## config.mk

```make
export PLATFORM = sky130hd
export DESIGN_NAME = riscv_wb_arbiter_flat
export DESIGN_NICKNAME = d
export VERILOG_FILES = /design/src/rtl/riscv_wb_arbiter_if.sv /design/src/rtl/riscv_wb_arbiter.sv /design/src/flat_wrapper.sv
export SDC_FILE = /design/constraint.sdc
export NUM_CORES = 1
export LEC_CHECK = 0
export CAP_MARGIN = 30
export CORE_MARGIN = 2
export CORE_UTILIZATION = 48
export DETAILED_ROUTE_END_ITERATION = 8
export PLACE_DENSITY = 0.86
export SETUP_SLACK_MARGIN = 0.4
export SLEW_MARGIN = 25
export SYNTH_ARGS = -nofsm -noshare
export SYNTH_HDL_FRONTEND = slang
export SYNTH_SLANG_ARGS = --single-unit
export TNS_END_PERCENT = 50
```

## constraint.sdc

```tcl
create_clock -name clk -period 3.95 [get_ports clk]
set_input_delay 0.5925 -clock clk [delete_from_list [all_inputs] [get_ports clk]]
set_output_delay 0.5925 -clock clk [all_outputs]
set_load 0.005 [all_outputs]
```

## src/rtl/riscv_wb_arbiter_if.sv

```systemverilog
`default_nettype none
// ============================================================================
// Module   : riscv_wb_arbiter_if
// Purpose  : Bundle of the writeback, long-latency-unit and register-file
//            signals that the writeback arbiter sits between.
// Ports    : pipe_*  writeback-stage write request (in-order path)
//            lu_*    long-latency unit result handshake (valid/ready)
//            rf_*    register-file write port (registered by the arbiter)
//            stall_o pipeline freeze request, pend_o queued-result flag
// Modports : slave  - the arbiter
//            master - the surrounding pipeline / LU / register file
// Revision : 1.0  initial release
// ============================================================================
interface riscv_wb_arbiter_if #(
  parameter int XLEN = 32
);
  logic            pipe_we_i;
  logic [4:0]      pipe_rd_i;
  logic [XLEN-1:0] pipe_data_i;
  logic            lu_valid_i;
  logic            lu_ready_o;
  logic [4:0]      lu_rd_i;
  logic [XLEN-1:0] lu_data_i;
  logic            rf_we_o;
  logic [4:0]      rf_waddr_o;
  logic [XLEN-1:0] rf_wdata_o;
  logic            stall_o;
  logic            pend_o;

  modport slave (
    input  pipe_we_i, pipe_rd_i, pipe_data_i,
    input  lu_valid_i, lu_rd_i, lu_data_i,
    output lu_ready_o,
    output rf_we_o, rf_waddr_o, rf_wdata_o,
    output stall_o, pend_o
  );

  modport master (
    output pipe_we_i, pipe_rd_i, pipe_data_i,
    output lu_valid_i, lu_rd_i, lu_data_i,
    input  lu_ready_o,
    input  rf_we_o, rf_waddr_o, rf_wdata_o,
    input  stall_o, pend_o
  );
endinterface
`default_nettype wire

```

## src/rtl/riscv_wb_arbiter.sv

```systemverilog
`default_nettype none
// ============================================================================
// Module   : riscv_wb_arbiter
// Purpose  : Shares the single register-file write port between the in-order
//            writeback path and a long-latency unit (mul/div). Pipeline writes
//            always win; LU results wait in a DEPTH-entry FIFO and drain into
//            free slots. A head-age counter raises stall_o when the FIFO head
//            has been starved for STALL_LIMIT cycles. All RF outputs are
//            registered (one cycle added to every write).
// Ports    : clk    rising-edge clock
//            rst_n  synchronous active-low reset
//            bus    riscv_wb_arbiter_if.slave:
//                   pipe_we_i/pipe_rd_i/pipe_data_i  writeback request
//                   lu_valid_i/lu_ready_o/lu_rd_i/lu_data_i  LU handshake
//                   rf_we_o/rf_waddr_o/rf_wdata_o    RF write (registered)
//                   stall_o  freeze request, pend_o  valid entry queued
// Options  : RISCV_WB_BYPASS_EN - when defined, an LU result arriving while
//            the FIFO is empty and the pipeline is not writing goes straight
//            to the RF without being enqueued.
// Revision : 1.0  initial release
// ============================================================================
module riscv_wb_arbiter #(
  parameter int XLEN        = 32,
  parameter int DEPTH       = 4,
  parameter int STALL_LIMIT = 8
) (
  input  wire logic         clk,
  input  wire logic         rst_n,
  riscv_wb_arbiter_if.slave bus
);

  localparam int PTR_W = (DEPTH > 1) ? $clog2(DEPTH) : 1;
  localparam int CNT_W = PTR_W + 1;
  localparam int AGE_W = $clog2(STALL_LIMIT + 1);

  typedef enum logic [1:0] {
    ST_IDLE  = 2'd0,
    ST_WAIT  = 2'd1,
    ST_FORCE = 2'd2
  } state_t;

  // FIFO storage; unoccupied slots always have their valid bit clear, so the
  // valid vector alone tells whether any live result is queued.
  logic [4:0]      fifo_rd_q   [DEPTH];
  logic [4:0]      fifo_rd_d   [DEPTH];
  logic [XLEN-1:0] fifo_data_q [DEPTH];
  logic [XLEN-1:0] fifo_data_d [DEPTH];
  logic [DEPTH-1:0] fifo_vld_q, fifo_vld_d;

  logic [PTR_W-1:0] wptr_q, wptr_d;
  logic [PTR_W-1:0] rptr_q, rptr_d;
  logic [CNT_W-1:0] count_q, count_d;
  logic [AGE_W-1:0] age_q, age_d;
  state_t           state_q, state_d;

  logic            rf_we_q, rf_we_d;
  logic [4:0]      rf_waddr_q, rf_waddr_d;
  logic [XLEN-1:0] rf_wdata_q, rf_wdata_d;
  logic            stall_q, stall_d;
  logic            pend_q, pend_d;

  logic pipe_own;      // pipeline owns the port slot this cycle
  logic lu_ready;
  logic lu_fire;
  logic head_vld;
  logic head_blocked;  // valid head lost the slot to the pipeline
  logic head_kill;     // valid head invalidated by a younger pipeline write
  logic pop;
  logic push;
  logic bypass;
  logic any_vld_d;

  always_comb begin
    pipe_own     = bus.pipe_we_i && (bus.pipe_rd_i != 5'd0);
    lu_ready     = (count_q != CNT_W'(DEPTH));
    lu_fire      = bus.lu_valid_i && lu_ready;
    head_vld     = fifo_vld_q[rptr_q];
    head_blocked = head_vld && pipe_own;
    head_kill    = head_blocked && (fifo_rd_q[rptr_q] == bus.pipe_rd_i);
    // Invalid heads pop without the port, so they may retire alongside a
    // pipeline write; valid heads pop only when they actually get the slot.
    pop          = (count_q != '0) && (!head_vld || !pipe_own);
`ifdef RISCV_WB_BYPASS_EN
    bypass       = lu_fire && (bus.lu_rd_i != 5'd0) && (count_q == '0) && !pipe_own;
`else
    bypass       = 1'b0;
`endif
    // rd==0 results are acknowledged but never stored.
    push         = lu_fire && (bus.lu_rd_i != 5'd0) && !bypass;
  end

  // FIFO next state
  always_comb begin
    fifo_rd_d   = fifo_rd_q;
    fifo_data_d = fifo_data_q;
    fifo_vld_d  = fifo_vld_q;

    // WAW: the pipeline write is younger than anything queued for the same rd.
    if (pipe_own) begin
      for (int i = 0; i < DEPTH; i++) begin
        if (fifo_rd_q[i] == bus.pipe_rd_i) begin
          fifo_vld_d[i] = 1'b0;
        end
      end
    end

    if (pop) begin
      fifo_vld_d[rptr_q] = 1'b0;
    end

    // A result arriving together with a pipeline write to the same rd is
    // treated as the older one, so it enters the FIFO already dead.
    if (push) begin
      fifo_rd_d[wptr_q]   = bus.lu_rd_i;
      fifo_data_d[wptr_q] = bus.lu_data_i;
      fifo_vld_d[wptr_q]  = !(pipe_own && (bus.lu_rd_i == bus.pipe_rd_i));
    end

    wptr_d    = wptr_q + PTR_W'(push);
    rptr_d    = rptr_q + PTR_W'(pop);
    count_d   = count_q + CNT_W'(push) - CNT_W'(pop);
    any_vld_d = |fifo_vld_d;
  end

  // Head age and state machine
  always_comb begin
    age_d = age_q;
    if (pop || head_kill || (count_d == '0)) begin
      age_d = '0;
    end else if (head_blocked && (age_q != AGE_W'(STALL_LIMIT))) begin
      age_d = age_q + AGE_W'(1);
    end

    state_d = state_q;
    unique case (state_q)
      ST_IDLE: begin
        if (any_vld_d) state_d = ST_WAIT;
      end
      ST_WAIT: begin
        if (!any_vld_d) begin
          state_d = ST_IDLE;
        end else if (head_blocked && !head_kill && (age_d == AGE_W'(STALL_LIMIT))) begin
          state_d = ST_FORCE;
        end
      end
      ST_FORCE: begin
        // Leave once the starved head is gone, either written or killed.
        if ((pop && head_vld) || head_kill) begin
          state_d = any_vld_d ? ST_WAIT : ST_IDLE;
        end
      end
      default: state_d = ST_IDLE;
    endcase

    stall_d = (state_d == ST_FORCE);
    pend_d  = (state_d != ST_IDLE);
  end

  // Port slot selection
  always_comb begin
    rf_we_d    = 1'b0;
    rf_waddr_d = 5'd0;
    rf_wdata_d = '0;
    if (pipe_own) begin
      rf_we_d    = 1'b1;
      rf_waddr_d = bus.pipe_rd_i;
      rf_wdata_d = bus.pipe_data_i;
    end else if (head_vld) begin
      rf_we_d    = 1'b1;
      rf_waddr_d = fifo_rd_q[rptr_q];
      rf_wdata_d = fifo_data_q[rptr_q];
    end else if (bypass) begin
      rf_we_d    = 1'b1;
      rf_waddr_d = bus.lu_rd_i;
      rf_wdata_d = bus.lu_data_i;
    end
  end

  always_ff @(posedge clk) begin
    if (!rst_n) begin
      fifo_vld_q <= '0;
      wptr_q     <= '0;
      rptr_q     <= '0;
      count_q    <= '0;
      age_q      <= '0;
      state_q    <= ST_IDLE;
      rf_we_q    <= 1'b0;
      rf_waddr_q <= 5'd0;
      rf_wdata_q <= '0;
      stall_q    <= 1'b0;
      pend_q     <= 1'b0;
    end else begin
      fifo_vld_q <= fifo_vld_d;
      wptr_q     <= wptr_d;
      rptr_q     <= rptr_d;
      count_q    <= count_d;
      age_q      <= age_d;
      state_q    <= state_d;
      rf_we_q    <= rf_we_d;
      rf_waddr_q <= rf_waddr_d;
      rf_wdata_q <= rf_wdata_d;
      stall_q    <= stall_d;
      pend_q     <= pend_d;
    end
  end

  // Payload storage needs no reset: slots are only read while valid.
  always_ff @(posedge clk) begin
    fifo_rd_q   <= fifo_rd_d;
    fifo_data_q <= fifo_data_d;
  end

  assign bus.lu_ready_o = lu_ready;
  assign bus.rf_we_o    = rf_we_q;
  assign bus.rf_waddr_o = rf_waddr_q;
  assign bus.rf_wdata_o = rf_wdata_q;
  assign bus.stall_o    = stall_q;
  assign bus.pend_o     = pend_q;

endmodule
`default_nettype wire

```

## src/flat_wrapper.sv

```systemverilog
// flat-port wrapper written by rule: the top's interface ports become plain ports
module riscv_wb_arbiter_flat 
#(
  parameter int XLEN        = 32,
  parameter int DEPTH       = 4,
  parameter int STALL_LIMIT = 8
)
  (clk, rst_n, bus_pipe_we_i, bus_pipe_rd_i, bus_pipe_data_i, bus_lu_valid_i, bus_lu_rd_i, bus_lu_data_i, bus_lu_ready_o, bus_rf_we_o, bus_rf_waddr_o, bus_rf_wdata_o, bus_stall_o, bus_pend_o);
  riscv_wb_arbiter_if #(.XLEN(XLEN)) bus_i ();
  input  wire logic clk;
  input  wire logic rst_n;
  input wire logic [$bits(bus_i.pipe_we_i)-1:0] bus_pipe_we_i;
  input wire logic [$bits(bus_i.pipe_rd_i)-1:0] bus_pipe_rd_i;
  input wire logic [$bits(bus_i.pipe_data_i)-1:0] bus_pipe_data_i;
  input wire logic [$bits(bus_i.lu_valid_i)-1:0] bus_lu_valid_i;
  input wire logic [$bits(bus_i.lu_rd_i)-1:0] bus_lu_rd_i;
  input wire logic [$bits(bus_i.lu_data_i)-1:0] bus_lu_data_i;
  output wire logic [$bits(bus_i.lu_ready_o)-1:0] bus_lu_ready_o;
  output wire logic [$bits(bus_i.rf_we_o)-1:0] bus_rf_we_o;
  output wire logic [$bits(bus_i.rf_waddr_o)-1:0] bus_rf_waddr_o;
  output wire logic [$bits(bus_i.rf_wdata_o)-1:0] bus_rf_wdata_o;
  output wire logic [$bits(bus_i.stall_o)-1:0] bus_stall_o;
  output wire logic [$bits(bus_i.pend_o)-1:0] bus_pend_o;
  assign bus_i.pipe_we_i = bus_pipe_we_i;
  assign bus_i.pipe_rd_i = bus_pipe_rd_i;
  assign bus_i.pipe_data_i = bus_pipe_data_i;
  assign bus_i.lu_valid_i = bus_lu_valid_i;
  assign bus_i.lu_rd_i = bus_lu_rd_i;
  assign bus_i.lu_data_i = bus_lu_data_i;
  assign bus_lu_ready_o = bus_i.lu_ready_o;
  assign bus_rf_we_o = bus_i.rf_we_o;
  assign bus_rf_waddr_o = bus_i.rf_waddr_o;
  assign bus_rf_wdata_o = bus_i.rf_wdata_o;
  assign bus_stall_o = bus_i.stall_o;
  assign bus_pend_o = bus_i.pend_o;
  riscv_wb_arbiter #(.XLEN(XLEN), .DEPTH(DEPTH), .STALL_LIMIT(STALL_LIMIT)) u_core (.clk(clk), .rst_n(rst_n), .bus(bus_i));
endmodule
```

==> impl_results.md <==
- Internal: 4.41 mW
- Synth Warn #: 0
- Sequential-to-total area share from yosys stat: 69.4%
- # Max-Cap Violations: 0
- Critical Path Fanout Max: 3
- Die ar.: 17800 sq um
- Area of the mapped netlist: 8050 sq um
- Setup Skew: ~0.016 ns
- CTS Buffer Depth: 3
- Via count: between 4000 and 5000
- Critical path's largest stage delay: 0.46 ns
- Peak supply drop: 387 uV
- Met2 usage: around 36%
- Worst setup path class: input port to flip-flop
- Worst EP required: 4.34 ns
- Worst rel slew slack: 40.4%
- Crit-path cells: clkdlybuf4s15_1, or4_4, o211a_4, nor2_4, ha_4, inv_4, ha_4, inv_2, fa_2, xor2_2, xnor2_1, and3b_1, or2b_1, or4_4, o41ai_2
- Switching Fraction: 27.0%
- Final Hold Fails: 0
- HP Class: input port to flip-flop
- Core area: approximately 16000 sq um
- Total Power: 6.03 mW
- First-pass GRT wire length: 27500 um
- GR peak layer: met2
- DP Worst Slack: -0.358 ns
- CTS Buf Count: 21
- EDFF count, synth: 148
- Sequential standard cell area: ~5600 sq um
- Post-synth top area cell: edfxtp_1
- WP data arrival: 4.00 ns
- Grt met3 use: 4.68%
- CP Capture Type: flip-flop
- 1st-pass router iterations: 5
- GR Overflow Total: 0
- Reg-to-reg slack, setup: 0.36 ns
- Layout area overhead: 28.4%
- Pwr/cell area: 584 nW/um^2
- Initial Utilization: 48.9%
- Worst-Margin Slew: 0.894 ns
- Fin crit share: between 90% and 100%
- Via density: ~5.6
- Drt drc: 0
- Ant. Diodes: 0
- Fmax: 0.277 GHz
- Total Routed Length: 17700 um
- M1 GR Usage: 23.9%
- Total track usage: 20.0%
- RSZ-0062 raised after global routing: yes
- Die Wd: about 130 um
- Combinational share of power: 27.0%
- Period minus WS final: 3.61 ns
- Synthesized flop and latch total: 205
- Routed wire length per instance: 20.3 um
- CTS tree: built
- Initial DRC count: 411
- Boundary Pins: between 100 and 150
- Critical Path Source Type: input port
- Top cells by area, synth: edfxtp_1 55%, dfxtp_1 14%, mux4_2 11%
- Reg power frac: 43.9%
- Gpl congestion: 0.834
- CTS clk-pin slew, worst paths: 0.06 ns
- Multi-input gate area: about 2300 sq um
- Share of cells above drive strength 1: 19.8%
- Worst Hold Slack: ~0.54 ns
- # setup viols final: 0
- Setup TNS: 0 ns
- NetSw: 1.63 mW
- CTS H-tree lvls: 1
- Count of cell types in the netlist: 47
- Status: completed
- Slowest CP cell: or4_4
- Initial antenna violation count: 0
- Net count, final: between 700 and 800
- Asr flop ratio synth: 0%
- Die span in y: ~130 um
- Avg Cell Area, Syn: 16.4 sq um
- Top cell type's share of synthesized area: 55.2%
- Vias in the first global route: 5175
- Largest net degree at the start of global routing: 47
- Clk Latency, worst-skew pair: about 0.50 ns
- Final worst slack: 0.341 ns
- Sink Count: 205
- Net Count, Synth: 576
- FILL cells: approximately 1200
- Final HPWL DP: 10800 um
- CTS Root Buffer Type: clkbuf_16
- Antenna-violating nets left: 0
- FP Rows: 47
- IO buf count: 118
- Clk pwr share: 29.1%
- Main synth FF type: edfxtp_1
- Pins over their slew limit: 0
- Syn Inst Count: approximately 490
- Final core occ: between 60% and 70%
- LEAKAGE: 3.48 nW
[through the flow]
| stage | cell area, sq um | instances |
|---|---|---|
| after floorplan | 8070 | 491 |
| after global placement | 9550 | 821 |
| after detailed placement | 9550 | 821 |
| after CTS | 10200 | 868 |
| after global routing | 10300 | 872 |
| final | 10300 | 872 |
[cell usage after synthesis, types with 5 or more instances]
cell and number:
buf_2 7, mux4_2 38, nand2_1 13, nor4_1 6, xnor2_1 23, ha_1 6, xor2_1 14, a21oi_1 6
a22oi_1 34, buf_6 5, nand3_1 11, buf_1 6, dfxtp_1 57, edfxtp_1 148, inv_1 11, and2_1 7
clkbuf_1 10, nor2_1 45
[flip-flops by register name, summed over array words and instances, names as in the netlist]
name and count:
u_core.state_q 2, u_core.rptr_q 2, u_core.fifo_vld_q 4, u_core.fifo_data_q 128, u_core.bus.stall_o 1, u_core.age_q 4, u_core.fifo_rd_q 20, u_core.count_q 3
u_core.wptr_q 2, u_core.bus.rf_wdata_o 32, u_core.bus.rf_we_o 1, u_core.bus.pend_o 1, u_core.bus.rf_waddr_o 5
[worst max-delay path: cells and delay by family]
| family | cells | cell delay [ns] |
|---|---|---|
| compound gates | 2 | 0.62 |
| xor+xnor | 2 | 0.31 |
| fa+ha+maj | 3 | 0.70 |
| buf+inv | 3 | 0.30 |
| simple gates | 5 | 1.46 |
[power by group through the flow]
stage	logic (mW)	registers, mW	clock network, mW
2_1_floorplan	0.963	2.66	0
3_3_place_gp	1.39	2.67	0
3_5_place_dp	1.45	2.69	0
4_1_cts	1.56	2.65	1.79
5_1_grt	1.76	2.67	1.87
6_report	1.63	2.65	1.76
[worst paths after layout]
kind / cells past startpoint / end / from
setup / recovery: 15 / u_core.state_q[1] / bus_pipe_rd_i[1]
hold / removal: 4 / u_core.bus.rf_waddr_o[3] / bus_pipe_rd_i[3]
setup reg to reg: 14 / u_core.state_q[1] / u_core.rptr_q[0]
hold reg to reg: 2 / u_core.age_q[2] / u_core.age_q[2]
[area by class of cell]
class | count | share of cell area, %
clock buffer | 27 | 5.40
multi-input combinational | 245 | 22.5
inverter | 12 | 0.460
timing repair buffer | 152 | 14.4
clock inverter | 11 | 0.496
sequential | 205 | 54.1
tap | 220 | 2.66
[placed cells by master, fill, tap and decap left out, types with 5 or more instances in the layout]
cell / count
mux4_2: 38
clkdlybuf4s50_1: 114
clkbuf_1: 5
clkinv_1: 6
and2_1: 6
xnor2_1: 23
edfxtp_1: 148
clkbuf_16: 21
xor2_1: 13
nand3_1: 11
a21oi_1: 6
a22oi_1: 34
nor2_1: 44
dfxtp_1: 55
nand2_1: 13
inv_2: 6
buf_4: 29
nor4_1: 6
inv_1: 5
[routing by layer]
metal,routed length [um],vias to the layer above
met4,431,0
met3,1140,34
li1,-,2189
met2,9240,181
met1,6890,2442
met5,0,-
[cells by family after synthesis]
group | after synthesis | synth area share, %
and+or+nand+nor | 100 | 6.29
xor gates and xnor gates | 37 | 4.02
adders and majority gates | 7 | 1.18
muxes | 40 | 10.9
buffers and inverters | 41 | 2.53
AOI/OAI and AO/OA | 61 | 5.72
DFF | 205 | 69.4
[repair_timing]
item / 4_1_cts / 5_1_grt
endpoints found under the setup margin: 7 / 3
setup buffers: 9 / 1
hold endpoints to repair: 0 / 0
pin swaps: 9 / 9
hold buffers: 0 / 0
resized for setup: 19 / 4
(Power assumes the default switching activity.)
